**src/rtl/plic_pkg.sv**
```systemverilog
// Shared constants and types for the platform interrupt arbiter.
package plic_pkg;
  localparam int NSRC_MAX   = 31;
  localparam int ID_W       = 5;
  localparam int PRIO_W_DEF = 3;

  localparam logic [7:0] ADDR_PRIO_BASE = 8'h01;
  localparam logic [7:0] ADDR_ENABLE    = 8'h40;
  localparam logic [7:0] ADDR_THRESH    = 8'h41;
  localparam logic [7:0] ADDR_PENDING   = 8'h42;
  localparam logic [7:0] ADDR_INSERV    = 8'h43;

  typedef logic [PRIO_W_DEF-1:0] prio_t;
endpackage

```
**src/rtl/plic_arbiter_if.sv**
```systemverilog
// Core-side bus of the interrupt arbiter: config register port and claim/complete.
// Handshake: claim_req and complete_req are single-cycle pulses with no ready;
// every claim_req is answered by exactly one claim_valid pulse on the next
// cycle, with claim_id valid while claim_valid is high (held until the next
// claim). cfg_rdata is a combinational function of cfg_addr.
interface plic_arbiter_if;
  import plic_pkg::*;

  logic              cfg_we;
  logic [7:0]        cfg_addr;
  logic [31:0]       cfg_wdata;
  logic [31:0]       cfg_rdata;
  logic              claim_req;
  logic              claim_valid;
  logic [ID_W-1:0]   claim_id;
  logic              complete_req;
  logic [ID_W-1:0]   complete_id;

  modport master (
    output cfg_we, cfg_addr, cfg_wdata, claim_req, complete_req, complete_id,
    input  cfg_rdata, claim_valid, claim_id
  );

  modport slave (
    input  cfg_we, cfg_addr, cfg_wdata, claim_req, complete_req, complete_id,
    output cfg_rdata, claim_valid, claim_id
  );
endinterface

```
**src/rtl/plic_gateway.sv**
```systemverilog
// Per-source gateway: level line to pending, claim moves pending to in-service.
module plic_gateway (
  input  logic clk,
  input  logic resetn,
  input  logic irq,
  input  logic claim,
  input  logic complete,
  output logic pending,
  output logic in_service
);
  logic pending_q, pending_d;
  logic in_service_q, in_service_d;

  // A source re-pends only once it is neither pending nor in service; a claim
  // in the same cycle as a complete of this source leaves it in service.
  always_comb begin
    pending_d    = pending_q;
    in_service_d = in_service_q;
    if (claim) begin
      pending_d    = 1'b0;
      in_service_d = 1'b1;
    end else begin
      if (irq && !pending_q && !in_service_q) pending_d = 1'b1;
      if (complete) in_service_d = 1'b0;
    end
  end

  // Gateway state registers.
  always_ff @(posedge clk or negedge resetn) begin
    if (!resetn) begin
      pending_q    <= 1'b0;
      in_service_q <= 1'b0;
    end else begin
      pending_q    <= pending_d;
      in_service_q <= in_service_d;
    end
  end

  assign pending    = pending_q;
  assign in_service = in_service_q;
endmodule

```
**src/rtl/plic_arbiter.sv**
```systemverilog
// Interrupt arbiter: register file, highest-priority selection and claim logic.
module plic_arbiter
  import plic_pkg::*;
#(
  parameter int NSRC   = 8,
  parameter int PRIO_W = PRIO_W_DEF
) (
  input  logic            clk,
  input  logic            resetn,
  input  logic [NSRC-1:0] src_irq,
  output logic            PLIC_notif,
  plic_arbiter_if.slave   bus
);
  logic [PRIO_W-1:0] prio_q [NSRC];
  logic [PRIO_W-1:0] prio_d [NSRC];
  logic [NSRC-1:0]   enable_q, enable_d;
  logic [PRIO_W-1:0] thresh_q, thresh_d;
  logic [NSRC-1:0]   pending, in_service, eligible, claim_win, complete_hit;
  logic [ID_W-1:0]   sel_id;
  logic [PRIO_W-1:0] sel_prio;
  logic              claim_valid_q, claim_valid_d;
  logic [ID_W-1:0]   claim_id_q, claim_id_d;
  logic              notif_q, notif_d;
  logic [31:0]       rdata;
  logic              unused_wdata;

  assign unused_wdata = ^bus.cfg_wdata;

  // Register-port writes to priority, enable and threshold.
  always_comb begin
    for (int i = 0; i < NSRC; i++) begin
      prio_d[i] = prio_q[i];
      if (bus.cfg_we && bus.cfg_addr == ADDR_PRIO_BASE + 8'(i))
        prio_d[i] = bus.cfg_wdata[PRIO_W-1:0];
    end
    enable_d = enable_q;
    thresh_d = thresh_q;
    if (bus.cfg_we && bus.cfg_addr == ADDR_ENABLE) enable_d = bus.cfg_wdata[NSRC-1:0];
    if (bus.cfg_we && bus.cfg_addr == ADDR_THRESH) thresh_d = bus.cfg_wdata[PRIO_W-1:0];
  end

  // Eligibility and selection; strict '>' keeps the lowest ID on ties.
  always_comb begin
    sel_id   = '0;
    sel_prio = '0;
    for (int i = 0; i < NSRC; i++) begin
      eligible[i] = pending[i] && enable_q[i] && (prio_q[i] > thresh_q);
      if (eligible[i] && (sel_id == '0 || prio_q[i] > sel_prio)) begin
        sel_id   = ID_W'(i + 1);
        sel_prio = prio_q[i];
      end
    end
  end

  // Claim winner and completion decode; out-of-range IDs match no source.
  always_comb begin
    for (int i = 0; i < NSRC; i++) begin
      claim_win[i]    = bus.claim_req && (sel_id == ID_W'(i + 1));
      complete_hit[i] = bus.complete_req && (bus.complete_id == ID_W'(i + 1));
    end
    claim_valid_d = bus.claim_req;
    claim_id_d    = bus.claim_req ? sel_id : claim_id_q;
    notif_d       = |eligible;
  end

  // Configuration and response registers.
  always_ff @(posedge clk or negedge resetn) begin
    if (!resetn) begin
      for (int i = 0; i < NSRC; i++) prio_q[i] <= '0;
      enable_q      <= '0;
      thresh_q      <= '0;
      claim_valid_q <= 1'b0;
      claim_id_q    <= '0;
      notif_q       <= 1'b0;
    end else begin
      for (int i = 0; i < NSRC; i++) prio_q[i] <= prio_d[i];
      enable_q      <= enable_d;
      thresh_q      <= thresh_d;
      claim_valid_q <= claim_valid_d;
      claim_id_q    <= claim_id_d;
      notif_q       <= notif_d;
    end
  end

  for (genvar g = 0; g < NSRC; g++) begin : g_gw
    plic_gateway u_gw (
      .clk        (clk),
      .resetn     (resetn),
      .irq        (src_irq[g]),
      .claim      (claim_win[g]),
      .complete   (complete_hit[g]),
      .pending    (pending[g]),
      .in_service (in_service[g])
    );
  end

  // Combinational register read-back.
  always_comb begin
    rdata = '0;
    for (int i = 0; i < NSRC; i++)
      if (bus.cfg_addr == ADDR_PRIO_BASE + 8'(i)) rdata[PRIO_W-1:0] = prio_q[i];
    case (bus.cfg_addr)
      ADDR_ENABLE:  rdata[NSRC-1:0]   = enable_q;
      ADDR_THRESH:  rdata[PRIO_W-1:0] = thresh_q;
      ADDR_PENDING: rdata[NSRC-1:0]   = pending;
      ADDR_INSERV:  rdata[NSRC-1:0]   = in_service;
      default: ;
    endcase
  end

  assign bus.cfg_rdata   = rdata;
  assign bus.claim_valid = claim_valid_q;
  assign bus.claim_id    = claim_id_q;
  assign PLIC_notif      = notif_q;
endmodule
```
**src/flat_wrapper.sv**
```systemverilog
// flat-port wrapper written by rule: the top's interface ports become plain ports
module plic_arbiter_flat import plic_pkg::*;
#(
  parameter int NSRC   = 8,
  parameter int PRIO_W = PRIO_W_DEF
)
  (clk, resetn, src_irq, PLIC_notif, bus_cfg_we, bus_cfg_addr, bus_cfg_wdata, bus_claim_req, bus_complete_req, bus_complete_id, bus_cfg_rdata, bus_claim_valid, bus_claim_id);
  plic_arbiter_if bus_i ();
  input  logic clk;
  input  logic resetn;
  input  logic [NSRC-1:0] src_irq;
  output logic PLIC_notif;
  input wire logic [$bits(bus_i.cfg_we)-1:0] bus_cfg_we;
  input wire logic [$bits(bus_i.cfg_addr)-1:0] bus_cfg_addr;
  input wire logic [$bits(bus_i.cfg_wdata)-1:0] bus_cfg_wdata;
  input wire logic [$bits(bus_i.claim_req)-1:0] bus_claim_req;
  input wire logic [$bits(bus_i.complete_req)-1:0] bus_complete_req;
  input wire logic [$bits(bus_i.complete_id)-1:0] bus_complete_id;
  output wire logic [$bits(bus_i.cfg_rdata)-1:0] bus_cfg_rdata;
  output wire logic [$bits(bus_i.claim_valid)-1:0] bus_claim_valid;
  output wire logic [$bits(bus_i.claim_id)-1:0] bus_claim_id;
  assign bus_i.cfg_we = bus_cfg_we;
  assign bus_i.cfg_addr = bus_cfg_addr;
  assign bus_i.cfg_wdata = bus_cfg_wdata;
  assign bus_i.claim_req = bus_claim_req;
  assign bus_i.complete_req = bus_complete_req;
  assign bus_i.complete_id = bus_complete_id;
  assign bus_cfg_rdata = bus_i.cfg_rdata;
  assign bus_claim_valid = bus_i.claim_valid;
  assign bus_claim_id = bus_i.claim_id;
  plic_arbiter #(.NSRC(NSRC), .PRIO_W(PRIO_W)) u_core (.clk(clk), .resetn(resetn), .src_irq(src_irq), .PLIC_notif(PLIC_notif), .bus(bus_i));
endmodule
```
**config.mk**
```make
export PLATFORM = sky130hd
export DESIGN_NAME = plic_arbiter_flat
export DESIGN_NICKNAME = d
export VERILOG_FILES = /design/src/rtl/plic_pkg.sv /design/src/rtl/plic_arbiter_if.sv /design/src/rtl/plic_gateway.sv /design/src/rtl/plic_arbiter.sv /design/src/flat_wrapper.sv
export SDC_FILE = /design/constraint.sdc
export NUM_CORES = 1
export LEC_CHECK = 0
export ABC_CLOCK_PERIOD_IN_PS = 21400
export BUFFER_PORTS_ARGS = -buffer_cell sky130_fd_sc_hd__buf_4
export CAP_MARGIN = 20
export CORE_AREA = 2 2 98 100
export DETAILED_ROUTE_END_ITERATION = 12
export DIE_AREA = 0 0 100 102
export PLACE_DENSITY_LB_ADDON = 0.2
export SYNTH_ARGS = -nofsm -noshare
export SYNTH_HDL_FRONTEND = slang
export SYNTH_SLANG_ARGS = --single-unit
```
**constraint.sdc**
```tcl
create_clock -name clk -period 21.4 [get_ports clk]
set_input_delay 4.28 -clock clk [delete_from_list [all_inputs] [get_ports clk]]
set_output_delay 4.28 -clock clk [all_outputs]
set_load 0.05 [all_outputs]
```
==> results.sh, run 1 <==
export IMPL_die_w_um=100
export IMPL_cts_root_buf="clkbuf_8"
export IMPL_netlist_area_mm2=0.004512
export IMPL_tightest_slew_ns=1.005
export IMPL_finalCritPeriodShare_pct=55.48
export IMPL_p_sw_uw=125.8
export IMPL_n_fill_cell=823
export IMPL_internal_power_uw=204.8
export IMPL_dpl_worst_slack_ns=9.744
export IMPL_required_ns=21.64
export IMPL_dpl_hpwl_um=8986
export IMPL_cp_data_arrival_time_ns=12.11
export IMPL_synth_area_top_cells="dfrtp_1 32%, ha_1 12%, mux2_2 9.7%, buf_4 4.2%, nand2_1 3.1%"
export IMPL_grt_pass1_wl_um=19680
export IMPL_ios=97
export IMPL_setup_violations_final=0
export IMPL_p_comb_share_pct=31.0
export IMPL_cp_common_cell="ha_1"
export IMPL_ctsHoldBuffers=0
export IMPL_synth_top_area_cell="dfrtp_1"
export IMPL_crit_type="flop to flop"
export IMPL_finalSetupTns_ns=0
export IMPL_end_kind="flop"
export IMPL_grt_overflow=0
export IMPL_post_cts_buffers=0
export IMPL_cts_buffer_depth=2
export IMPL_wire_per_inst_um=19.03
export IMPL_n_antenna_cell=0
export IMPL_die_y_um=102
export IMPL_seqPwrFrac_pct=40.6
export IMPL_clock_sinks=57
export IMPL_numCtsBuffers=9
export IMPL_die_area_mm2=0.01020
export IMPL_synth_edff_count=0
export IMPL_firstDrtPassIters=5
export IMPL_cp_num_buf_inv=2
export IMPL_p_leak_nw=2.327
export IMPL_wl_um=12010
export IMPL_grt_total_usage_pct=25.20
export IMPL_syn_inst=466
export IMPL_fmax_mhz=84.22
export IMPL_hold_path_class="flop to flop"
export IMPL_antenna_found_initial=0
export IMPL_power_density_mw_per_mm2=65.46
export IMPL_critPathSlowestCell="a21oi_1"
export IMPL_clk_pin_slew_worst_paths_ns=0.07
export IMPL_clkPwrFrac_pct=28.3
export IMPL_cpPeakStageDelay_ns=0.57
export IMPL_hold_viol=0
export IMPL_async_reset_ff_share_pct=100.0
export IMPL_nNetsFinal=616
export IMPL_fin_crit_ns=11.87
export IMPL_netlist_area_leader_share_pct=31.61
export IMPL_synth_cell_types=70
export IMPL_drt_iter0_drc=261
export IMPL_startpoint_type="flop"
export IMPL_area_growth_pct=11.95
export IMPL_row_count=35
export IMPL_max_cap_violations=0
export IMPL_sw_frac_of_total_pct=38.05
export IMPL_drc=0
export IMPL_synth_ff_type="dfrtp_1"
export IMPL_grt_pass1_vias=3787
export IMPL_drtAntennaViolNets=0
export IMPL_fin_ws_ns=9.527
export IMPL_clk_latency_ns=0.36
export IMPL_status="completed"
export IMPL_rsz0062_at_grt="false"
export IMPL_num_vias=3775
export IMPL_ys_warnings_count=0
export IMPL_cp_top_family="compound AO/OA/AOI/OAI gates"
export IMPL_core_mm2=0.009109
export IMPL_slew_limit_headroom_pct=32.52
export IMPL_initial_utilization_pct=49.53
export IMPL_h_tree_depth=3
export IMPL_ctsResizeCount=0
export IMPL_vdd_ir_drop_max_v=0.00005354
export IMPL_finalClockSkew_ns=0.008322
export IMPL_viasPerCell=5.983
export IMPL_port_buffers=47
export IMPL_drive_above_1_share_pct=26.73
export IMPL_synth_seq_area_share_pct=31.61
export IMPL_yosys_register_bits=57
export IMPL_gp_congestion=0.8850
export IMPL_grt_start_max_net_pins=58
export IMPL_syn_area_per_cell_um2=9.682
export IMPL_cts_tree="built"
export IMPL_slew_viol_final=0
export IMPL_path_max_fanout=9
[kinds of logic after synthesis]
logic type | share of synthesized area, %
DFF | 31.61
AOI/OAI and AO/OA | 20.13
buffers and inverters | 7.820
muxes | 13.17
and+or+nand+nor | 15.25
other | 0.08311
adders and majority gates | 11.92
[power groups by stage]
stage / logic [mW] / registers [mW] / clock network, mW
after floorplan: 0.0740 / 0.138 / 0
after global placement: 0.0987 / 0.135 / 0
after detailed placement: 0.102 / 0.136 / 0
after CTS: 0.102 / 0.134 / 0.0949
after global routing: 0.114 / 0.136 / 0.0998
final: 0.103 / 0.134 / 0.0937
[layout make-up]
| cell class | count | area (µm²) | share of cell area (%) |
|---|---|---|---|
| multi-input combinational | 366 | 2823 | 55.88 |
| sequential | 57 | 1426 | 28.24 |
| timing repair buffer | 48 | 360.3 | 7.134 |
| tap | 111 | 138.9 | 2.750 |
| clock buffer | 9 | 123.9 | 2.452 |
| inverter | 33 | 123.9 | 2.452 |
| clock inverter | 7 | 55.05 | 1.090 |
[sequential cells by signal (all words and copies together), names as in the netlist]
name	count
u_core.PLIC_notif	1
u_core.bus.claim_id	4
u_core.bus.claim_valid	1
u_core.enable_q	8
u_core.g_gw.u_gw.in_service	8
u_core.g_gw.u_gw.pending	8
u_core.prio_q	24
u_core.thresh_q	3
[cell usage in the layout, fill, tap and decap left out, drive strengths merged, types with 2 or more instances in the layout]
cell | Yosys | final
a211oi | 3 | 3
a21oi | 26 | 26
or3b | 2 | 2
a21o | 9 | 9
a32oi | 3 | 3
and2 | 4 | 4
mux2 | 39 | 39
a31oi | 10 | 10
nand2b | 2 | 2
o221ai | 2 | 2
nand2 | 37 | 37
buf | 30 | 48
o2bb2ai | 3 | 3
and3 | 5 | 5
nand3b | 4 | 4
ha | 43 | 43
nor2b | 8 | 8
nand3 | 12 | 12
dfrtp | 57 | 57
inv | 33 | 35
o311a | 2 | 2
nor2 | 34 | 34
o21ai | 30 | 30
clkinv | 0 | 3
clkbuf | 4 | 9
a32o | 3 | 3
a22oi | 12 | 12
conb | 1 | 25
a311oi | 3 | 3
nor4b | 3 | 3
nor3b | 3 | 3
nor3 | 7 | 7
or4 | 2 | 2
mux4 | 6 | 6
o21a | 4 | 4
clkinvlp | 0 | 2
mux2i | 2 | 2
o32ai | 2 | 2
o211ai | 2 | 2
[final timing paths]
kind,startpoint,to,slack [ns],cells past startpoint
min in group asynchronous,resetn,u_core.enable_q[1],3.98,1
worst min register to register,u_core.bus.claim_id[1],u_core.bus.claim_id[1],0.51,1
max in group asynchronous,resetn,u_core.prio_q[13],16.95,1
worst max register to register,u_core.thresh_q[1],u_core.g_gw[1].u_gw.pending,9.53,57
worst max-delay path,u_core.thresh_q[1],u_core.g_gw[1].u_gw.pending,9.53,57
worst min-delay path,u_core.bus.claim_id[1],u_core.bus.claim_id[1],0.51,1
[Yosys cell counts (4+ instances only)]
master	count
a21o_1	8
a21oi_1	26
a22oi_1	10
a31oi_1	8
buf_1	4
buf_4	25
clkbuf_1	4
dfrtp_1	57
ha_1	43
inv_1	33
mux2_2	39
mux4_2	6
nand2_1	37
nand3_1	12
nand3b_1	4
nor2_1	30
nor2_2	4
nor2b_1	6
nor3_1	7
o21ai_0	25
[per-stage QoR]
stage | cells | power, mW | cell area [µm²] | utilization, % | hold WS [ns]
4_1_cts | 631 | 0.3310 | 5051 | 55.45 | 0.5027
6_report | 631 | 0.3307 | 5051 | 55.45 | 0.5085
5_1_grt | 631 | 0.3500 | 5051 | 55.45 | 0.5277
2_1_floorplan | 490 | 0.2116 | 4602 | - | 0.4667
3_3_place_gp | 615 | 0.2339 | 4872 | 53.49 | 0.4844
3_5_place_dp | 615 | 0.2376 | 4872 | 53.49 | 0.4769
[metal layers]
metal	vias up	GRT usage (%)	share of wire, %
li1	1788	-	-
met1	1819	32.86	44
met2	153	42.31	48
met3	15	5.335	5.7
met4	0	8.008	1.7
met5	-	0	0
No activity file was read; power rests on OpenSTA's default activity.
==> inputs of run 2 (changes only) <==
--- a/config.mk
+++ b/config.mk
@@ -5,7 +5,7 @@
 export SDC_FILE = /design/constraint.sdc
 export NUM_CORES = 1
 export LEC_CHECK = 0
-export ABC_CLOCK_PERIOD_IN_PS = 21400
+export ABC_CLOCK_PERIOD_IN_PS = 11400
 export BUFFER_PORTS_ARGS = -buffer_cell sky130_fd_sc_hd__buf_4
 export CAP_MARGIN = 20
 export CORE_AREA = 2 2 98 100
==> constraint.sdc (replaced) <==
create_clock -name clk -period 11.4 [get_ports clk]
set_input_delay 2.28 -clock clk [delete_from_list [all_inputs] [get_ports clk]]
set_output_delay 2.28 -clock clk [all_outputs]
set_load 0.05 [all_outputs]
==> run 2 against run 1 <==
- hold slack worse by 0.0074 ns
- critical path type unchanged
- clock skew down 0.0011 ns
- critical endpoint unchanged
- cell count up 1.1%
- non-clock buffer count up 7
==> results.sh, run 2 (same netlist as run 1, synthesis figures left out) <==
export IMPL_numCtsBuffers=9
export IMPL_max_cap_violations=0
export IMPL_drtAntennaViolNets=0
export IMPL_grt_start_max_net_pins=58
export IMPL_tightest_slew_ns=1.022
export IMPL_clock_sinks=57
export IMPL_path_max_fanout=7
export IMPL_clk_latency_ns=0.35
export IMPL_crit_start="u_core.prio_q[23]"
export IMPL_die_w_um=100
export IMPL_num_vias=3813
export IMPL_startpoint_type="flop"
export IMPL_grt_total_usage_pct=24.43
export IMPL_internal_power_uw=385.9
export IMPL_wire_per_inst_um=18.69
export IMPL_hold_viol=0
export IMPL_antenna_found_initial=0
export IMPL_h_tree_depth=3
export IMPL_clkPwrFrac_pct=28.0
export IMPL_ff_latch_area_mm2=0.001426
export IMPL_final_common_cell="dfrtp_1"
export IMPL_sw_frac_of_total_pct=37.86
export IMPL_gp_congestion=0.9252
export IMPL_wl_um=11920
export IMPL_timing_reg2reg_setup_slack_ns=0.93
export IMPL_dpl_hpwl_um=9016
export IMPL_area_growth_pct=13.26
export IMPL_vdd_ir_drop_max_v=0.0001083
export IMPL_firstDrtPassIters=5
export IMPL_hold_path_class="flop to flop"
export IMPL_drt_iter0_drc=228
export IMPL_die_y_um=102
export IMPL_end_kind="flop"
export IMPL_n_fill_cell=815
export IMPL_crit_type="flop to flop"
export IMPL_port_buffers=47
export IMPL_setup_violations_final=0
export IMPL_cp_common_cell="ha_1"
export IMPL_clk_pin_slew_worst_paths_ns=0.08
export IMPL_min_from="u_core.bus.claim_id[2]"
export IMPL_place_inst=620
export IMPL_r2r_start="u_core.prio_q[23]"
export IMPL_finalSetupTns_ns=0
export IMPL_viasPerCell=5.976
export IMPL_grt_pass1_wl_um=19080
export IMPL_die_area_mm2=0.01020
export IMPL_seqPwrFrac_pct=40.3
export IMPL_detailed_place_area_mm2=0.004910
export IMPL_ios=97
export IMPL_largest_register="u_core.prio_q"
export IMPL_grt_pass1_vias=3765
export IMPL_status="completed"
export IMPL_largest_reg_flops=24
export IMPL_row_count=35
export IMPL_rsz0062_at_grt="false"
export IMPL_drive_above_1_share_pct=28.08
export IMPL_p_leak_nw=2.349
export IMPL_cts_root_buf="clkbuf_8"
export IMPL_p_sw_uw=235.1
export IMPL_required_ns=11.63
export IMPL_finalCritPeriodShare_pct=91.82
export IMPL_finalClockSkew_ns=0.007180
export IMPL_mostFrequentLayoutCells="57 x dfrtp_1, 55 x buf_4, 43 x ha_1, 39 x mux2_2, 37 x nand2_1"
export IMPL_slew_limit_headroom_pct=31.38
export IMPL_n_antenna_cell=0
export IMPL_cts_buffer_depth=2
export IMPL_core_mm2=0.009109
export IMPL_fmax_mhz=95.53
export IMPL_p_comb_share_pct=31.6
export IMPL_nNetsFinal=623
export IMPL_cpPeakStageDelay_ns=0.45
export IMPL_slew_viol_final=0
export IMPL_cp_data_arrival_time_ns=10.69
export IMPL_grt_overflow=0
export IMPL_critPathSlowestCell="dfrtp_1"
export IMPL_fin_crit_ns=10.47
export IMPL_final_cell_area_mm2=0.005110
export IMPL_initial_utilization_pct=49.53
export IMPL_drc=0
export IMPL_multi_input_area_mm2=0.002829
export IMPL_cts_tree="built"
export IMPL_final_cell_count_no_fill=638
export IMPL_power_density_mw_per_mm2=121.5
==> run 2: path summary, 6_finish.rpt <==
path                       cells past startpoint                           to
hold / removal                                 1       u_core.bus.claim_id[2]
min in group asynchronous                      1  u_core.g_gw[1].u_gw.pending
hold reg to reg                                1       u_core.bus.claim_id[2]
max in group asynchronous                      1             u_core.prio_q[6]
setup / recovery                              55  u_core.g_gw[1].u_gw.pending
setup reg to reg                              55  u_core.g_gw[1].u_gw.pending
==> run 2: area by class of cell <==
| class | count | share of cell area (%) |
|---|---|---|
| multi-input cells | 366 | 55.36 |
| flip-flops and latches | 57 | 27.91 |
| repair buffers | 55 | 8.080 |
| well taps | 111 | 2.718 |
| clock buffers | 9 | 2.424 |
| inverters | 33 | 2.424 |
| clock inverters | 7 | 1.077 |
==> run 2: through the flow <==
step                      power [mW]  utilization, %  setup slack, ns  hold WS [ns]
final                         0.6211           56.10           0.9323        0.5011
after global routing          0.6574           56.10           0.1713        0.5312
after CTS                     0.6199           55.87           0.7531        0.5036
after detailed placement      0.4468           53.90           0.7807        0.4823
after global placement        0.4407           53.90           0.9694        0.4861
after floorplan               0.3973               -            1.609        0.4667
==> run 2: worst max-delay path: cells and delay by family, from the launching register on <==
family | cells | cell delay, ns
mux | 4 | 1.35
fa+ha+maj | 8 | 2.05
simple gates | 17 | 2.29
flops | 1 | 0.45
buf+inv | 1 | 0.05
compound gates | 25 | 4.16
==> run 2: power groups by stage <==
stage,registers [mW],logic [mW],clock network [mW]
6_report,0.251,0.196,0.174
5_1_grt,0.253,0.215,0.189
4_1_cts,0.250,0.194,0.176
3_5_place_dp,0.253,0.193,0
3_3_place_gp,0.253,0.188,0
2_1_floorplan,0.258,0.139,0
==> run 2: timing repair <==
| action | CTS | global route |
|---|---|---|
| setup buffers | 0 | 2 |
| gates resized for setup | 0 | 2 |
| endpoints found under the setup margin | 0 | 8 |
| hold buffers | 0 | 0 |
==> run 2: metal layers <==
| layer | GRT usage, % | share of wire, % | wire, µm |
|---|---|---|---|
| met3 | 4.241 | 7.0 | 835 |
| met2 | 40.59 | 47 | 5639 |
| met5 | 0 | 0 | 0 |
| met4 | 10.96 | 3.0 | 353 |
| met1 | 31.51 | 43 | 5094 |
